File: config.mk
export PLATFORM = sky130hd
export DESIGN_NAME = uart_tx_param
export DESIGN_NICKNAME = d
export VERILOG_FILES = /design/src/rtl/uart_tx_param.sv
export SDC_FILE = /design/constraint.sdc
export NUM_CORES = 1
export LEC_CHECK = 0
export CORE_MARGIN = 2
export CORE_UTILIZATION = 40
export DETAILED_ROUTE_END_ITERATION = 16
export PLACE_DENSITY = 0.68
export RECOVER_POWER = 25
export SYNTH_ARGS = -nofsm -noshare
export SYNTH_HDL_FRONTEND = slang
export SYNTH_SLANG_ARGS = --single-unit
File: constraint.sdc
create_clock -name i_Clock -period 2.79 [get_ports i_Clock]
set_input_delay 0.837 -clock i_Clock [delete_from_list [all_inputs] [get_ports i_Clock]]
set_output_delay 0.837 -clock i_Clock [all_outputs]
set_load 0.02 [all_outputs]
File: src/rtl/uart_tx_param.sv
// uart_tx_param
//   Parametrised UART transmitter. Frame: start bit, DATA_BITS data bits LSB
//   first, optional parity bit, then STOP_BITS stop bits. Includes its own baud
//   counter and bit index, and a ready/valid-style accept handshake.
//
//   Build option: define UART_TX_PARITY_EN to add the PARITY state and the
//   i_Parity_Odd port. Without it, DATA goes straight to STOP.
//
// Parameters
//   CLKS_PER_BIT  clock cycles per serial bit (>=2)
//   DATA_BITS     data bits per frame (5..9)
//   STOP_BITS     stop bits per frame (1 or 2)
//
// Ports
//   i_Clock       system clock, rising edge
//   i_Rst_n       synchronous reset, active low
//   i_Enable      gates frame acceptance only; a running frame always completes
//   i_Tx_DV       data valid; accepted when i_Tx_DV & o_Tx_Ready & i_Enable
//   i_Tx_Data     word to send, sampled on the accept edge
//   i_Parity_Odd  (UART_TX_PARITY_EN) 1 = odd parity, 0 = even, latched on accept
//   o_Tx_Ready    high in IDLE
//   o_Tx_Serial   registered serial line, idle high
//   o_Tx_Active   high from START through STOP
//   o_Tx_Done     one-cycle pulse in CLEANUP
module uart_tx_param #(
  parameter int CLKS_PER_BIT = 5208,
  parameter int DATA_BITS    = 8,
  parameter int STOP_BITS    = 1
) (
  input  logic                 i_Clock,
  input  logic                 i_Rst_n,
  input  logic                 i_Enable,
  input  logic                 i_Tx_DV,
  input  logic [DATA_BITS-1:0] i_Tx_Data,
`ifdef UART_TX_PARITY_EN
  input  logic                 i_Parity_Odd,
`endif
  output logic                 o_Tx_Ready,
  output logic                 o_Tx_Serial,
  output logic                 o_Tx_Active,
  output logic                 o_Tx_Done
);

  if (STOP_BITS != 1 && STOP_BITS != 2) begin : g_bad_stop
    $error("uart_tx_param: STOP_BITS must be 1 or 2");
  end
  if (DATA_BITS < 5 || DATA_BITS > 9) begin : g_bad_data
    $error("uart_tx_param: DATA_BITS must be 5..9");
  end

  localparam int CW = $clog2(2*CLKS_PER_BIT);
  localparam int IW = $clog2(DATA_BITS);

  localparam logic [CW-1:0] BIT_END  = CW'(CLKS_PER_BIT-1);
  localparam logic [CW-1:0] STOP_END = CW'(STOP_BITS*CLKS_PER_BIT-1);
  localparam logic [IW-1:0] IDX_LAST = IW'(DATA_BITS-1);

  localparam logic [2:0] ST_IDLE    = 3'd0;
  localparam logic [2:0] ST_START   = 3'd1;
  localparam logic [2:0] ST_DATA    = 3'd2;
`ifdef UART_TX_PARITY_EN
  localparam logic [2:0] ST_PARITY  = 3'd3;
`endif
  localparam logic [2:0] ST_STOP    = 3'd4;
  localparam logic [2:0] ST_CLEANUP = 3'd5;

  logic [2:0]           state, state_nxt;
  logic [CW-1:0]        clk_cnt, cnt_nxt;
  logic [IW-1:0]        bit_idx, idx_nxt;
  logic [DATA_BITS-1:0] data_q, data_nxt;
  logic                 ser_q, ser_nxt;
`ifdef UART_TX_PARITY_EN
  logic                 odd_q, odd_nxt;
`endif

  always_comb begin
    state_nxt = state;
    cnt_nxt   = clk_cnt + 1'b1;
    idx_nxt   = bit_idx;
    data_nxt  = data_q;
`ifdef UART_TX_PARITY_EN
    odd_nxt   = odd_q;
`endif
    case (state)
      ST_IDLE: begin
        cnt_nxt = '0;
        idx_nxt = '0;
        if (i_Tx_DV && i_Enable) begin
          data_nxt  = i_Tx_Data;
`ifdef UART_TX_PARITY_EN
          odd_nxt   = i_Parity_Odd;
`endif
          state_nxt = ST_START;
        end
      end
      ST_START: begin
        if (clk_cnt == BIT_END) begin
          cnt_nxt   = '0;
          idx_nxt   = '0;
          state_nxt = ST_DATA;
        end
      end
      ST_DATA: begin
        if (clk_cnt == BIT_END) begin
          cnt_nxt = '0;
          if (bit_idx < IDX_LAST) begin
            idx_nxt = bit_idx + 1'b1;
          end else begin
            idx_nxt   = '0;
`ifdef UART_TX_PARITY_EN
            state_nxt = ST_PARITY;
`else
            state_nxt = ST_STOP;
`endif
          end
        end
      end
`ifdef UART_TX_PARITY_EN
      ST_PARITY: begin
        if (clk_cnt == BIT_END) begin
          cnt_nxt   = '0;
          state_nxt = ST_STOP;
        end
      end
`endif
      ST_STOP: begin
        // Both stop bits share one count window
        if (clk_cnt == STOP_END) begin
          cnt_nxt   = '0;
          state_nxt = ST_CLEANUP;
        end
      end
      ST_CLEANUP: begin
        cnt_nxt   = '0;
        state_nxt = ST_IDLE;
      end
      default: begin
        cnt_nxt   = '0;
        idx_nxt   = '0;
        state_nxt = ST_IDLE;
      end
    endcase

    // Line level is decoded from the next state so the registered output
    // lines up with the state register (start bit appears with START).
    ser_nxt = 1'b1;
    case (state_nxt)
      ST_START:  ser_nxt = 1'b0;
      ST_DATA:   ser_nxt = data_nxt[idx_nxt];
`ifdef UART_TX_PARITY_EN
      ST_PARITY: ser_nxt = (^data_nxt) ^ odd_nxt;
`endif
      default:   ser_nxt = 1'b1;
    endcase
  end

  always_ff @(posedge i_Clock) begin
    if (!i_Rst_n) begin
      state   <= ST_IDLE;
      clk_cnt <= '0;
      bit_idx <= '0;
      data_q  <= '0;
      ser_q   <= 1'b1;
`ifdef UART_TX_PARITY_EN
      odd_q   <= 1'b0;
`endif
    end else begin
      state   <= state_nxt;
      clk_cnt <= cnt_nxt;
      bit_idx <= idx_nxt;
      data_q  <= data_nxt;
      ser_q   <= ser_nxt;
`ifdef UART_TX_PARITY_EN
      odd_q   <= odd_nxt;
`endif
    end
  end

  assign o_Tx_Serial = ser_q;
  assign o_Tx_Ready  = (state == ST_IDLE);
  assign o_Tx_Done   = (state == ST_CLEANUP);
`ifdef UART_TX_PARITY_EN
  assign o_Tx_Active = (state == ST_START) || (state == ST_DATA) ||
                       (state == ST_PARITY) || (state == ST_STOP);
`else
  assign o_Tx_Active = (state == ST_START) || (state == ST_DATA) ||
                       (state == ST_STOP);
`endif

endmodule

==> reports/qor.csv, run 1 <==
stage,metric,value,unit
synthesis,synth_top_cell_area_share,0.395,
placement,dp_cells,232,
die,initial_core_util,0.408,
setup_path,path_cells,clkinvlp_4 > and3_1 > clkdlybuf4s50_1,
timing,worstMarginPinSlew,564,ps
die,fp.dieH,64.6,µm
clock_tree,cts.path.max_buffers,2,
synthesis,yosysWarnings,0,
detailed_routing,ant_nets,0,
detailed_routing,drc,0,
setup_path,crit_family,buffers and inverters,
synthesis,yosys.cell_count.top_type,dfxtp_1,
grt,antenna_found_initial,0,
timing,layout_setup_ws,69.3,ps
cells_and_area,layout-drive-gt1-share,0.109,
placement,portBuffers,15,
synthesis,synth_edf_count,0,
clock_tree,cts_made_buffers,5,
grt,grt_pass1_vias,1162,
synthesis,synth_area_leaders,"dfxtp_1 (39%), nand2_1 (6.6%), nor2_1 (5.9%), a21oi_1 (4.4%), xor2_1 (4.2%)",
timing,final_max_slew_viol_count,0,
pwr,peakVddDrop,0.282,mV
grt,grt_max_degree,15,
clock_tree,hold_buffers,0,
detailed_routing,wl_per_cell,12.6,µm
setup_path,worstSetupPathType,flip-flop to primary output,
timing,fin_setup_tns,0,ps
hold_path,hold_path_class,flip-flop to flip-flop,
synthesis,synth-seq-cells,29,
pwr,p_clk_frac,0.418,
placement,dp_worst_setup_slack,351,ps
detailed_routing,first_pass_iters,4,
setup_path,cp-end-kind,primary output,
outcome,status,finished clean,
synthesis,synth_fp_nets,187,
clock_tree,cts_setup_buffers,0,
detailed_routing,drtIter0Drc,82,
synthesis,synth_top_area_cell,dfxtp_1,
placement,place_area,1670,µm²
detailed_routing,num_vias,1272,
cells_and_area,design_area,1760,µm²
clock_tree,clk_pin_slew,70,ps
clock_tree,root_buffer,clkbuf_8,
synthesis,synth-async-reset-ratio,0,
setup_path,cp.required,1950,ps
setup_path,crit_buf_inv,2,
pwr,combPwrFrac,0.076,
die,die-area,4180,µm²
synthesis,ys_seq_area_frac,0.395,
cells_and_area,final_cell_count_no_fill,240,
die,coreArea,3610,µm²
synthesis,synthDistinctLibCells,39,
timing,hold_viol,0,
placement,place_hpwl,2.17,mm
setup_path,cpMaxStageDelayCell,dfxtp_1,
timing,skew,5.66,ps
synthesis,synthFlopType,dfxtp_1,
timing,setup_viol,0,
synthesis,syn_avg_cell_area,8.50,µm²
pwr,switching_power,0.218,mW
timing,max_clock_freq,368,MHz
pwr,internal-power,0.629,mW
grt,grt_usage,0.161,
synthesis,synthCells,173,
cells_and_area,num-nets-final,205,
synthesis,synth_commonest_cells,"dfxtp_1 (29), nand2_1 (26), nor2_1 (23)",
timing,max_slew_margin,0.623,
setup_path,startpoint_type,flip-flop,
clock_tree,tritoncts,built,
pwr,power.leakage,0.602,nW
clock_tree,clkLatencyLatePin,290,ps
setup_path,crit_path_max_fanout,9,
cells_and_area,fillers,353,
setup_path,slowest_delay,540,ps
timing,fin_crit_sh,0.975,
die,ios,16,
pwr,cellPowerDensity,480,nW/µm²
detailed_routing,drt-total-wl,3.03,mm
cells_and_area,syn2layout_area_growth,19.9,%
clock_tree,cts_max_level,2,
pwr,p_sw_frac,0.257,
cells_and_area,final_util,0.489,
detailed_routing,viasPerCell,5.30,
cells_and_area,diodes,0,
setup_path,cp.arrival,1880,ps
placement,gp_congestion,0.813,
timing,finalCriticalPeriod,2720,ps
clock_tree,cts_resized,0,
die,die_x,64.6,µm
clock_tree,clock-sinks,29,
run,timing.max_cap.violations,0,
grt,grt_pass1_wl,5.18,mm
grt,overflow,0,
pwr,pwr-share-seq,0.507,
die,rows,22,
synthesis,synth_area,1470,µm²
==> routing by layer <==
layer	track usage	share of wire
met1	0.197	0.46
met2	0.253	0.47
met3	0.0556	0.052
met4	0.0798	0.017
met5	0	0
==> sequential cells by signal, summed over array words and instances, names as in the netlist <==
signal       count
clk_cnt         14
o_Tx_Serial      1
data_q           8
state            3
bit_idx          3
==> through the flow <==
step	power (mW)	hold WS, ps
6_report	0.846	455
5_1_grt	0.883	473
3_5_place_dp	0.503	448
2_1_floorplan	0.471	430
4_1_cts	0.857	458
3_3_place_gp	0.501	444
==> power groups by stage <==
stage	Clock [mW]	Sequential [mW]	Combinational, mW
6_report	0.353	0.429	0.0640
3_5_place_dp	0	0.438	0.0651
4_1_cts	0.363	0.429	0.0653
2_1_floorplan	0	0.436	0.0347
3_3_place_gp	0	0.438	0.0634
5_1_grt	0.382	0.430	0.0704
==> final cells by class <==
cell class | count | area (µm²) | share of cell area
sequential | 29 | 582 | 0.330
clock inverter | 3 | 22.5 | 0.0128
clock buffer | 5 | 68.8 | 0.0390
tap | 48 | 60.1 | 0.0341
multi-input combinational | 134 | 850 | 0.482
inverter | 4 | 18.8 | 0.0106
timing repair buffer | 17 | 161 | 0.0916
==> worst paths after layout <==
| check | depth (start not counted) | from | slack, ps | to |
|---|---|---|---|---|
| min | 2 | data_q[7] | 450 | data_q[7] |
| max | 3 | state[1] | 70 | o_Tx_Done |
| max reg2reg | 8 | clk_cnt[0] | 430 | o_Tx_Serial |
| min reg2reg | 2 | data_q[7] | 450 | data_q[7] |
==> worst min-delay path: stages, from the launching register on <==
cell	delay (ps)
dfxtp_1	310
nand2_1	50
a21oi_1	50
==> cell usage in the layout (no fill, tap or decap), types with 5 or more instances in the layout <==
cell,netlist,routed
nand4_1,5,5
xnor2_1,6,6
nand3_1,6,6
dfxtp_1,29,28
clkbuf_8,0,5
nand2_1,26,26
clkdlybuf4s50_1,0,14
xor2_1,7,7
nor2_1,23,22
a21oi_1,13,13
mux2i_1,6,6
==> cell families (layout without fill, tap and decap cells) <==
kind of cell             Yosys count  count (layout)  synth area share
flip-flops                        29              29             0.395
AND/OR/NAND/NOR                   84              84             0.301
XOR/XNOR                          13              13            0.0774
multiplexers                       7               7            0.0485
buffers and inverters             10              29            0.0289
adder cells (fa/ha/maj)            2               2            0.0170
AO/OA/AOI/OAI                     28              28             0.132
No activity file was read; power rests on OpenSTA's default activity.
==> run 2: changes to the inputs <==
--- a/config.mk
+++ b/config.mk
@@ -5,10 +5,12 @@
 export SDC_FILE = /design/constraint.sdc
 export NUM_CORES = 1
 export LEC_CHECK = 0
+export CELL_PAD_IN_SITES_DETAIL_PLACEMENT = 2
+export CELL_PAD_IN_SITES_GLOBAL_PLACEMENT = 2
 export CORE_MARGIN = 2
-export CORE_UTILIZATION = 40
+export CORE_UTILIZATION = 33
 export DETAILED_ROUTE_END_ITERATION = 16
-export PLACE_DENSITY = 0.68
+export PLACE_DENSITY = 0.85
 export RECOVER_POWER = 25
 export SYNTH_ARGS = -nofsm -noshare
 export SYNTH_HDL_FRONTEND = slang
==> reports/qor.csv, run 2 (same netlist as run 1, synthesis figures left out) <==
stage,metric,value,unit
die,rows,24,
die,fp.dieH,70.7,µm
timing,setup_viol,0,
cells_and_area,reg.largest.list,"clk_cnt (14), data_q (8)",
cells_and_area,num-nets-final,204,
cells_and_area,final_cell_mix,"dfxtp_1 (27), nand2_1 (26), nor2_1 (22)",
die,die_x,70.7,µm
clock_tree,clk_pin_slew,70,ps
grt,use_met3,0.0570,
detailed_routing,viasPerCell,5.49,
timing,final_max_slew_viol_count,0,
pwr,p_total,0.845,mW
timing,fin_setup_tns,0,ps
cells_and_area,final_cell_count_no_fill,243,
grt,grt_max_degree,15,
pwr,p_sw_frac,0.260,
detailed_routing,drt-total-wl,3.90,mm
detailed_routing,num_vias,1333,
clock_tree,hold_buffers,0,
setup_path,path_cells,nor3_1 > clkdlybuf4s50_1,
timing,max_clock_freq,389,MHz
detailed_routing,ant_nets,0,
setup_path,cp.required,1950,ps
setup_path,cp-end-kind,primary output,
grt,overflow,0,
grt,gr-usage-met1,0.201,
detailed_routing,wl_per_cell,16.1,µm
outcome,status,finished clean,
clock_tree,cts_setup_buffers,0,
die,coreArea,4320,µm²
grt,met2_usage,0.295,
cells_and_area,largest-register,clk_cnt,
timing,finalCriticalPeriod,2570,ps
clock_tree,root_buffer,clkbuf_8,
timing,worstMarginPinSlew,594,ps
pwr,cellPowerDensity,479,nW/µm²
clock_tree,cts_max_level,2,
setup_path,crit_family,buffers and inverters,
clock_tree,tritoncts,built,
cells_and_area,multiInputGateArea,850,µm²
timing,skew,6.00,ps
setup_path,cpMaxStageDelayCell,clkdlybuf4s50_1,
grt,grt_busiest_layer,met2,
pwr,combPwrFrac,0.077,
setup_path,slowest_delay,670,ps
cells_and_area,largest_register_ffs,14,
setup_path,worstSetupPathType,flip-flop to primary output,
pwr,power.leakage,0.625,nW
cells_and_area,final_common_cell,dfxtp_1,
detailed_routing,drtIter0Drc,99,
cells_and_area,diodes,0,
die,ios,16,
placement,place_hpwl,2.87,mm
pwr,p_clk_frac,0.414,
timing,hold_viol,0,
cells_and_area,syn2layout_area_growth,19.9,%
die,initial_core_util,0.340,
setup_path,crit_path_max_fanout,11,
pwr,switching_power,0.219,mW
grt,grt_pass1_vias,1417,
pwr,internal-power,0.626,mW
detailed_routing,first_pass_iters,5,
pwr,pwr-share-seq,0.509,
cells_and_area,layout-drive-gt1-share,0.115,
grt,antenna_found_initial,0,
clock_tree,cts.path.max_buffers,2,
timing,max_slew_margin,0.603,
grt,grt_usage,0.172,
cells_and_area,ff_latch_area,583,µm²
grt,grt_pass1_wl,6.69,mm
timing,rsz0062_at_grt,no,
clock_tree,clkLatencyLatePin,290,ps
timing,holdWs,461,ps
placement,dp_cells,235,
timing,fin_crit_sh,0.921,
clock_tree,clock-sinks,29,
hold_path,hold_path_class,flip-flop to flip-flop,
pwr,peakVddDrop,0.197,mV
placement,gp_congestion,0.811,
die,die-area,5000,µm²
setup_path,cp.arrival,1730,ps
run,timing.max_cap.violations,0,
setup_path,startpoint_type,flip-flop,
cells_and_area,final_util,0.408,
placement,portBuffers,15,
detailed_routing,drc,0,
setup_path,crit_buf_inv,1,
clock_tree,cts_resized,1,
clock_tree,cts_made_buffers,5,
cells_and_area,fillers,490,
[run 2: per-stage QoR]
stage          setup WS [ps]  area [µm²]
2_1_floorplan            626        1470
3_3_place_gp             375        1670
3_5_place_dp             284        1670
4_1_cts                 52.3        1750
5_1_grt                  133        1760
6_report                 220        1760
[run 2: worst register-to-register path, delay by kind of cell (launching register included)]
kind | cells | cell delay [ps]
AO/OA/AOI/OAI | 3 | 650
adder cells (fa/ha/maj) | 1 | 300
flip-flops | 1 | 380
multiplexers | 2 | 410
AND/OR/NAND/NOR | 2 | 630
[run 2: power groups by stage]
stage	Clock (mW)	Sequential [mW]	Combinational (mW)
after floorplan	0	0.436	0.0347
final	0.350	0.430	0.0650
after global routing	0.384	0.431	0.0724
after detailed placement	0	0.439	0.0663
after CTS	0.355	0.430	0.0668
after global placement	0	0.438	0.0625
[run 2: final timing paths]
kind | startpoint | endpoint | cells after the start | slack, ps
setup / recovery | state[0] | o_Tx_Ready | 2 | 220
setup reg to reg | clk_cnt[0] | o_Tx_Serial | 8 | 300
hold / removal | data_q[2] | data_q[2] | 2 | 460
hold reg to reg | data_q[2] | data_q[2] | 2 | 460
[run 2: area by class of cell]
class | count | area share
well taps | 52 | 0.0369
multi-input cells | 134 | 0.482
repair buffers | 16 | 0.0908
clock buffers | 5 | 0.0390
flip-flops and latches | 29 | 0.331
clock inverters | 3 | 0.00994
inverters | 4 | 0.0106
[run 2: layer usage]
metal | part of all wire | vias up
li1 | - | 640
met1 | 0.45 | 660
met2 | 0.49 | 25
met3 | 0.040 | 8
met4 | 0.017 | 0
met5 | 0 | -
==> run 3: changes to the inputs <==
--- a/config.mk
+++ b/config.mk
@@ -15,3 +15,4 @@
 export SYNTH_ARGS = -nofsm -noshare
 export SYNTH_HDL_FRONTEND = slang
 export SYNTH_SLANG_ARGS = --single-unit
+export TNS_END_PERCENT = 20
==> results of run 3 <==
The final DEF is identical to that of run 2; final timing and power are the same.
